[config.mk]
export PLATFORM = sky130hd
export DESIGN_NAME = pipelined_addsub
export DESIGN_NICKNAME = d
export VERILOG_FILES = /design/src/rtl/alu_pkg.sv /design/src/rtl/cla_group.sv /design/src/rtl/pipelined_addsub.sv
export SDC_FILE = /design/constraint.sdc
export NUM_CORES = 1
export LEC_CHECK = 0
export CAP_MARGIN = 20
export CORE_ASPECT_RATIO = 0.6
export CORE_MARGIN = 10
export CORE_UTILIZATION = 45
export DETAILED_ROUTE_END_ITERATION = 8
export PLACE_DENSITY = 0.72
export SLEW_MARGIN = 20
export SYNTH_ARGS = -nofsm -noshare
export SYNTH_HDL_FRONTEND = slang
export SYNTH_SLANG_ARGS = --single-unit
[constraint.sdc]
create_clock -name clk -period 5 [get_ports clk]
set_input_delay 0.5 -clock clk [delete_from_list [all_inputs] [get_ports clk]]
set_output_delay 0.5 -clock clk [all_outputs]
set_load 0.05 [all_outputs]
[src/rtl/alu_pkg.sv]
// Shared definitions for the pipelined add/subtract unit: op encoding and slice/group sizing.
// Latency: none (types and constants only).
// Backpressure: not applicable.
package alu_pkg;

    localparam logic OP_ADD = 1'b0;
    localparam logic OP_SUB = 1'b1;

    // Bits resolved by each pipeline stage.
    function automatic int slice_width(input int width, input int stages);
        return (stages > 0) ? width / stages : width;
    endfunction

    // Lookahead groups per stage.
    function automatic int group_count(input int width, input int stages, input int block);
        return (stages > 0 && block > 0) ? width / (stages * block) : 1;
    endfunction

endpackage

[src/rtl/cla_group.sv]
// BLOCK-bit carry-lookahead group: sum plus group propagate/generate for the next lookahead level.
// Latency: combinational.
// Backpressure: none; pure datapath.
module cla_group #(
    parameter int BLOCK = 4
) (
    input  logic [BLOCK-1:0] a_i,
    input  logic [BLOCK-1:0] b_i,
    input  logic             cin_i,
    output logic [BLOCK-1:0] sum_o,
    output logic             p_o,
    output logic             g_o
);

    logic [BLOCK-1:0] prop;
    logic [BLOCK-1:0] gen;
    logic [BLOCK-1:0] carry;

    assign prop = a_i ^ b_i;
    assign gen  = a_i & b_i;

    // Carry into each bit of the group, seeded by the group carry-in.
    always_comb begin
        carry    = '0;
        carry[0] = cin_i;
        for (int i = 1; i < BLOCK; i++) begin
            carry[i] = gen[i-1] | (prop[i-1] & carry[i-1]);
        end
    end

    // Group generate: a carry leaves the group regardless of cin_i.
    always_comb begin
        g_o = 1'b0;
        for (int i = 0; i < BLOCK; i++) begin
            g_o = gen[i] | (prop[i] & g_o);
        end
    end

    assign sum_o = prop ^ carry;
    assign p_o   = &prop;

endmodule

[src/rtl/pipelined_addsub.sv]
// Skewed-pipeline CLA add/subtract; each stage resolves one WIDTH/STAGES slice and registers its carry.
// Latency: a beat accepted on edge n is presented from edge n+STAGES-1 (all outputs registered).
// Backpressure: in_ready = !out_valid || out_ready; on a stall every stage, bubbles included, holds.
module pipelined_addsub
    import alu_pkg::*;
#(
    parameter int WIDTH  = 32,
    parameter int BLOCK  = 4,
    parameter int STAGES = 2
) (
    input  logic             clk,
    input  logic             rst_n,
    input  logic             in_valid,
    output logic             in_ready,
    input  logic [WIDTH-1:0] in_a,
    input  logic [WIDTH-1:0] in_b,
    input  logic             in_op,
    input  logic             in_cin,
    output logic             out_valid,
    input  logic             out_ready,
    output logic [WIDTH-1:0] out_sum,
    output logic             out_carry,
    output logic             out_ovf,
    output logic             out_zero
);

    localparam int  S      = slice_width(WIDTH, STAGES);
    localparam int  NG     = group_count(WIDTH, STAGES, BLOCK);
    localparam int  DIV    = (STAGES >= 1 && BLOCK >= 1) ? STAGES * BLOCK : 1;
    localparam bit  CFG_OK = (STAGES >= 1) && (BLOCK >= 1) && ((WIDTH % DIV) == 0);

    if (!CFG_OK) begin : g_bad_cfg
        $error("pipelined_addsub: WIDTH must be a multiple of STAGES*BLOCK and STAGES >= 1");
    end

    // Result of the last stage, before the output register.
    logic             fin_vld;
    logic [WIDTH-1:0] fin_sum;
    logic             fin_carry;
    logic             fin_ovf;
    logic             fin_zero;

    logic             out_valid_q;
    logic [WIDTH-1:0] out_sum_q;
    logic             out_carry_q;
    logic             out_ovf_q;
    logic             out_zero_q;

    assign in_ready = !out_valid_q || out_ready;

    for (genvar k = 0; k < STAGES; k++) begin : g_stg
        // Operand bits still to be processed from this stage upward.
        localparam int BW = WIDTH - k*S;

        // Lower k*S bits hold finished sum slices; the rest is still operand A.
        logic [WIDTH-1:0] word;
        logic [BW-1:0]    opb;
        logic             cin;
        logic             vld;
        logic [NG-1:0]    grp_p;
        logic [NG-1:0]    grp_g;
        logic [NG:0]      grp_c;
        logic [S-1:0]     slice_sum;
        logic [WIDTH-1:0] word_d;

        if (k == 0) begin : g_head
            // SUB is a + ~b + ~borrow, so invert B and the carry-in up front.
            assign word = in_a;
            assign opb  = (in_op == OP_SUB) ? ~in_b : in_b;
            assign cin  = (in_op == OP_SUB) ? ~in_cin : in_cin;
            assign vld  = in_valid;
        end else begin : g_link
            assign word = g_stg[k-1].g_rank.word_q;
            assign opb  = g_stg[k-1].g_rank.opb_q;
            assign cin  = g_stg[k-1].g_rank.carry_q;
            assign vld  = g_stg[k-1].g_rank.vld_q;
        end

        for (genvar j = 0; j < NG; j++) begin : g_grp
            cla_group #(.BLOCK(BLOCK)) u_grp (
                .a_i   (word[k*S + j*BLOCK +: BLOCK]),
                .b_i   (opb[j*BLOCK +: BLOCK]),
                .cin_i (grp_c[j]),
                .sum_o (slice_sum[j*BLOCK +: BLOCK]),
                .p_o   (grp_p[j]),
                .g_o   (grp_g[j])
            );
        end

        // Second-level lookahead: every group carry is a flat sum of products of cin and group P/G.
        always_comb begin
            logic term;
            term     = 1'b0;
            grp_c    = '0;
            grp_c[0] = cin;
            for (int j = 0; j < NG; j++) begin
                grp_c[j+1] = cin;
                for (int i = 0; i <= j; i++) begin
                    grp_c[j+1] = grp_c[j+1] & grp_p[i];
                end
                for (int i = 0; i <= j; i++) begin
                    term = grp_g[i];
                    for (int m = i + 1; m <= j; m++) begin
                        term = term & grp_p[m];
                    end
                    grp_c[j+1] = grp_c[j+1] | term;
                end
            end
        end

        // Replace this stage's slice of A with its freshly computed sum.
        always_comb begin
            word_d             = word;
            word_d[k*S +: S]   = slice_sum;
        end

        if (k < STAGES - 1) begin : g_rank
            logic [WIDTH-1:0]  word_q;
            logic [BW-S-1:0]   opb_q;
            logic              carry_q;
            logic              vld_q;

            // Shift the beat (or bubble) one slice forward; freeze on a stall.
            always_ff @(posedge clk or negedge rst_n) begin
                if (!rst_n) begin
                    word_q  <= '0;
                    opb_q   <= '0;
                    carry_q <= 1'b0;
                    vld_q   <= 1'b0;
                end else if (in_ready) begin
                    word_q  <= word_d;
                    opb_q   <= opb[BW-1:S];
                    carry_q <= grp_c[NG];
                    vld_q   <= vld;
                end
            end
        end else begin : g_tail
            // A's sign bit is still intact in word because the top slice lands only in word_d.
            assign fin_vld   = vld;
            assign fin_sum   = word_d;
            assign fin_carry = grp_c[NG];
            assign fin_ovf   = (word[WIDTH-1] == opb[BW-1]) && (word_d[WIDTH-1] != word[WIDTH-1]);
            assign fin_zero  = (word_d == '0);
        end
    end

    // Output register; result fields read as zero whenever no beat is present.
    always_ff @(posedge clk or negedge rst_n) begin
        if (!rst_n) begin
            out_valid_q <= 1'b0;
            out_sum_q   <= '0;
            out_carry_q <= 1'b0;
            out_ovf_q   <= 1'b0;
            out_zero_q  <= 1'b0;
        end else if (in_ready) begin
            out_valid_q <= fin_vld;
            out_sum_q   <= fin_vld ? fin_sum : '0;
            out_carry_q <= fin_vld & fin_carry;
            out_ovf_q   <= fin_vld & fin_ovf;
            out_zero_q  <= fin_vld & fin_zero;
        end
    end

    assign out_valid = out_valid_q;
    assign out_sum   = out_sum_q;
    assign out_carry = out_carry_q;
    assign out_ovf   = out_ovf_q;
    assign out_zero  = out_zero_q;

endmodule

# == Word-level counts from Yosys, hierarchy flattened ==
# Index checks and enable logic that the tools add are counted.
# totals
ff_bits,86
out_inout_bits,37
word_cells,191
# op_classes
eq_ne,2
n_mux,3
bitwise_logic,165
reduce_logical,12
# ops
cell,n
$and A1 B1 Y1,71
$or A1 B1 Y1,68
$mux W32,2
$xor A4 B4 Y4,16
$and A4 B4 Y4,8
$logic_not A32 Y1,1
$not A32 Y32,1
$reduce_and A4 Y1,8
$eq A1 B1 Y1,1
$logic_and A1 B1 Y1,1
$logic_not A1 Y1,1
$logic_or A1 B1 Y1,1
$mux W1,1
$ne A1 B1 Y1,1
$not A1 Y1,1

# == Longest topological paths before layout ==
# depth
depth_word,22
ltp_mapped,13
mapped_depth_nobuf,13

# == Modules after synthesis ==
# Synthesis repeated with hierarchy kept, for this count alone.
# unflattened
cells_unflattened,555
area_unflattened_um2,5072.4
# by_module_without_submodules
module,n_inst,cells_per_inst,area_per_inst_um2,seq_area_each_um2
pipelined_addsub,1,411,3751.1,2152.1
cla_group,8,18,165.2,0.0

# == Worst setup path before layout ==
# No wires, ideal clock.
# synth_timing
kind,input-to-reg
start,in in_op
end,reg g_stg[0].g_rank.word_q[15]
setup_ps,77
t_arrival_ps,3433
required_time_ps,4923
path_slack_ps,1490
stages,13
path_buffers,2
path_cell_list,buf_2 > buf_2 > xor2_1 > ha_1 > o21ai_0 > o22ai_1 > o21ai_1 > o21ba_2 > fa_1 > fa_1 > fa_1 > xor2_1 > a21oi_1
# synth_between
elab_chain_len,20
# synth_rtl
item,line_no,text
from (decl),pipelined_addsub.sv:17,"input logic in_op,"
$mux W32,pipelined_addsub.sv:69,assign opb = (in_op == OP_SUB) ? ~in_b : in_b;
$xor A4 B4 Y4 / $and A4 B4 Y4 (equally long branches),"cla_group.sv:19, cla_group.sv:20",
$and A1 B1 Y1,cla_group.sv:35,g_o = gen[i] | (prop[i] & g_o);
$or A1 B1 Y1,cla_group.sv:35,
$and A1 B1 Y1,cla_group.sv:35,
$or A1 B1 Y1,cla_group.sv:35,
$and A1 B1 Y1,cla_group.sv:35,
$or A1 B1 Y1,cla_group.sv:35,
$and A1 B1 Y1 (2 in series),pipelined_addsub.sv:104,term = term & grp_p[m];
$or A1 B1 Y1 (3 in series),pipelined_addsub.sv:106,grp_c[j+1] = grp_c[j+1] | term;
$and A1 B1 Y1,cla_group.sv:27,carry[i] = gen[i-1] | (prop[i-1] & carry[i-1]);
$or A1 B1 Y1,cla_group.sv:27,
$and A1 B1 Y1,cla_group.sv:27,
$or A1 B1 Y1,cla_group.sv:27,
$and A1 B1 Y1,cla_group.sv:27,
$or A1 B1 Y1,cla_group.sv:27,
$xor A4 B4 Y4 *,cla_group.sv:39,assign sum_o = prop ^ carry;
to (signal assigned),pipelined_addsub.sv:131,word_q <= word_d;
to (decl),pipelined_addsub.sv:118,logic [WIDTH-1:0] word_q;
# Every way passes the cells marked *; elsewhere a longest branch is shown, timed or not.
# A chain may end at the register's enable or synchronous reset.

# == Final worst setup path ==
# layout_timing
start,reg g_stg[0].g_rank.word_q[21]
end,reg out_zero_q (netlist: out_zero)
# layout_between
elab_chain_len,19
# layout_rtl
item,line_no,text
$xor A4 B4 Y4,cla_group.sv:19,assign prop = a_i ^ b_i;
$and A1 B1 Y1,cla_group.sv:35,
$or A1 B1 Y1,cla_group.sv:35,
$and A1 B1 Y1,cla_group.sv:35,
$or A1 B1 Y1,cla_group.sv:35,
$and A1 B1 Y1,cla_group.sv:35,
$or A1 B1 Y1,cla_group.sv:35,
$and A1 B1 Y1,pipelined_addsub.sv:104,
[3 not listed],n/a,
$or A1 B1 Y1,cla_group.sv:27,
$and A1 B1 Y1,cla_group.sv:27,
$or A1 B1 Y1,cla_group.sv:27,
$and A1 B1 Y1,cla_group.sv:27,
$or A1 B1 Y1,cla_group.sv:27,
$xor A4 B4 Y4,cla_group.sv:39,
$logic_not A32 Y1 *,pipelined_addsub.sv:143,assign fin_zero = (word_d == '0);
$and A1 B1 Y1 *,pipelined_addsub.sv:160,out_zero_q <= fin_vld & fin_zero;
to (signal assigned),pipelined_addsub.sv:160,
to (decl),pipelined_addsub.sv:47,logic out_zero_q;
# Marks and branches as above.

==> results.md <==
* Status: finished clean
* Placed cell areas at 0.00615 mm²
* Starting density of the core at 46.7%
* Core ar. at 0.0107 mm²
* NetSw at 1.14 mW
* Tcrit/Tclk final at 86.0%
* Slew HR at 49.1%
* Worst Slack Setup Final at 702 ps
* Power Density at 446 mW/mm²
* Post-synth ARST share at 100%
* Post-Synthesis Mean Instance Area at 9.40 µm²
* Placed Cells at 756
* Total iterations of the first detailed-routing run at 5
* Crit path arrival time at 4570 ps
* Largest area contributor in the netlist: dfrtp_1
* Final cell count without fillers at 772
* CP max-delay cell: or4_1
* R2R setup slack at 700 ps
* Max-Cap Viols at 0
* Top cell type's share of synthesized area at 43.0%
* Fin util at 60.6%
* GRT met2 Usage at 24.8%
* Worst-path clk slew at 60 ps
* Port buffer count at 106
* WHS at 201 ps
* Clock Latency Late Sink at 350 ps
* GRT Total Usage at 17.7%
* Syn nets at 658
* Setup CP Type: reg2reg
* Clk_skew at 11.5 ps
* Num CTS Buffers at 9
* Drt total wl at 13500 µm
* Initial DRC Count at 340
* Worst vdd ir at 0.186 mV
* Post-DP HPWL at 10700 µm
* Combinational share of power at 40.1%
* Met1 usage at 25.4%
* Busiest layer in global routing: met1
* CTS resizes at 0
* Final min period at 4300 ps
* Most frequent CP cell: fa_1
* Setup-failing EPs final at 0
* WL per Instance at 17.5 µm
* Switching part of the total power at 39.5%
* Vias in the first global route at 4227
* Worst-path maximum fanout at 2
* Max Slew Vio Count at 0
* Worst hold path class: in2async
* Leakage at 3.06 nW
* Synth area leaders: dfrtp_1 43%, fa_1 9.6%, nand2_1 9.3%
* Most frequent cells in the layout: 124 x nand2_1, 104 x clkdlybuf4s50_1, 86 x dfrtp_1
* Share of layout cells above drive strength 1 at 4.11%
* Global-route met3 utilization at 6.05%
* Part of the power in the clock network at 25.7%
* CP Cell Sequence: ha_1 > a211oi_1 > o21ai_1 > o211ai_1 > nor2b_1 > fa_1 > inv_1 > fa_1 > fa_1 > nor4b_1 > nand4_1 > or4_1 > o21ai_1
* Cell-internal power at 1.75 mW
* Hold Fails Final Rpt at 0
* Max incr delay on CP at 510 ps
* CP required at 5270 ps
* DP Worst Slack at 850 ps
* RSZ-0062 raised after global routing: no
* Prevailing post-synth register cell: dfrtp_1
* Post-synthesis sequential area ratio at 43.0%
* Clock sinks at 86
* Setup bufs post-CTS at 0
* Initial antenna violation count at 0
* Setup total negative slack at 0 ps
* Grt total ovfl at 0
* Die W at 156 µm
* Tot Pwr at 2.89 mW
* Routed Antenna Nets at 0
* Post-synth cell types at 37
* Final weighted congestion in routability-driven placement at 0.848
* Syn Std Cell Area at 0.00500 mm²
* Most common cell after layout, fill and taps aside: nand2_1
* Synthesis-stage register bit count at 86
* Number of fill cells in the layout at 893
* Largest net degree at the start of global routing at 87
* Number of synthesized flops with an enable pin at 0
* Die Ht at 102 µm
* Crit. End Element: flip-flop
* Clock root cell: clkbuf_16
* H-tree depth at 3
* TritonCTS clock tree: yes
* Slew @ Worst Pin at 764 ps
* Seq pwr share at 34.2%
* Number of synthesis warnings at 0
* First-pass GRT wire length at 22300 µm
* Clock buffer depth at 2
* Worst Reg-to-Reg Cells at 13
* Syn Inst Count at 532
* Post-CTS Hold Fix Bufs at 0
* Crit start category: flip-flop
* Top-Level Pins at 107
* # rows at 29
* # nets final at 754
* # diodes at 0
* Remaining design rule violation count at 0
* Full die area at 0.0159 mm²
* Cell area after layout at 0.00649 mm²
* Synth-to-Final Area Change at 29.8%
* Via count at 4013
* Vias/cell at 5.20
* Max Fclk at 233 MHz
[per-layer routing]
layer	up-vias	share of wire, %
met1	1941	50
met2	138	41
met3	13	8.4
met5	-	0
met4	0	0.96
li1	1921	-
[synth_stat cells, types with 2 or more instances]
cell / count
o211ai_1: 4
nor3_1: 4
nor2b_1: 2
buf_2: 9
nand4b_1: 4
a21o_1: 2
nand4_1: 5
dfrtp_1: 86
a21oi_1: 24
nand3b_1: 8
nand3_1: 20
a211oi_1: 3
nand2b_1: 2
xor2_1: 31
fa_1: 24
xnor2_1: 11
clkbuf_1: 12
nor2_1: 23
o21ai_1: 10
ha_1: 32
inv_1: 45
nand2_1: 124
o21ai_0: 30
nor4b_1: 2
buf_1: 3
[critical path, delay by kind of cell (launching register included)]
family                   cells  cell delay (ps)
AND/OR/NAND/NOR              4             1370
buffers and inverters        1               50
flip-flops                   1              400
adder cells (fa/ha/maj)      4             1390
AO/OA/AOI/OAI                4             1010
[cell families (layout without fill, tap and decap cells)]
family,count (synthesis),after routing,synth area share (%)
buffers and inverters,71,172,5.80
AND/OR/NAND/NOR,198,198,17.5
flip-flops,86,86,43.0
XOR/XNOR,42,42,7.35
adder cells (fa/ha/maj),56,56,17.6
AO/OA/AOI/OAI,79,79,8.75
[cell type report]
type                    count  area, µm²  share of cell area, %
clock inverters             6       93.8                   1.45
inverters                  46        178                   2.74
multi-input cells         375       2570                   39.6
clock buffers              10        239                   3.68
well taps                 139        174                   2.68
repair buffers            110       1090                   16.8
flip-flops and latches     86       2150                   33.2
[worst paths after layout]
kind / startpoint / to
max in group asynchronous: rst_n / g_stg[0].g_rank.word_q[29]
min in group clk: out_sum[10] / out_sum[10]
worst max-delay path: g_stg[0].g_rank.word_q[21] / out_zero
worst min-delay path: rst_n / out_sum[4]
worst max register to register: g_stg[0].g_rank.word_q[21] / out_zero
worst min register to register: out_sum[10] / out_sum[10]
[flip-flops by register name, summed over array words and instances (netlist names)]
signal	flops
g_stg.g_rank.carry_q	1
fin_vld	1
g_stg.g_rank.opb_q	16
out_carry	1
out_sum	32
out_ovf	1
out_valid	1
out_zero	1
g_stg.g_rank.word_q	32
[power groups by stage]
stage | registers [mW] | logic (mW) | clock network [mW]
final | 0.989 | 1.16 | 0.744
after global routing | 1.01 | 1.27 | 0.778
after CTS | 0.990 | 1.16 | 0.753
after detailed placement | 1.00 | 1.16 | 0
after global placement | 0.990 | 1.13 | 0
after floorplan | 1.24 | 0.465 | 0
Power figures use the tool's default switching activity.
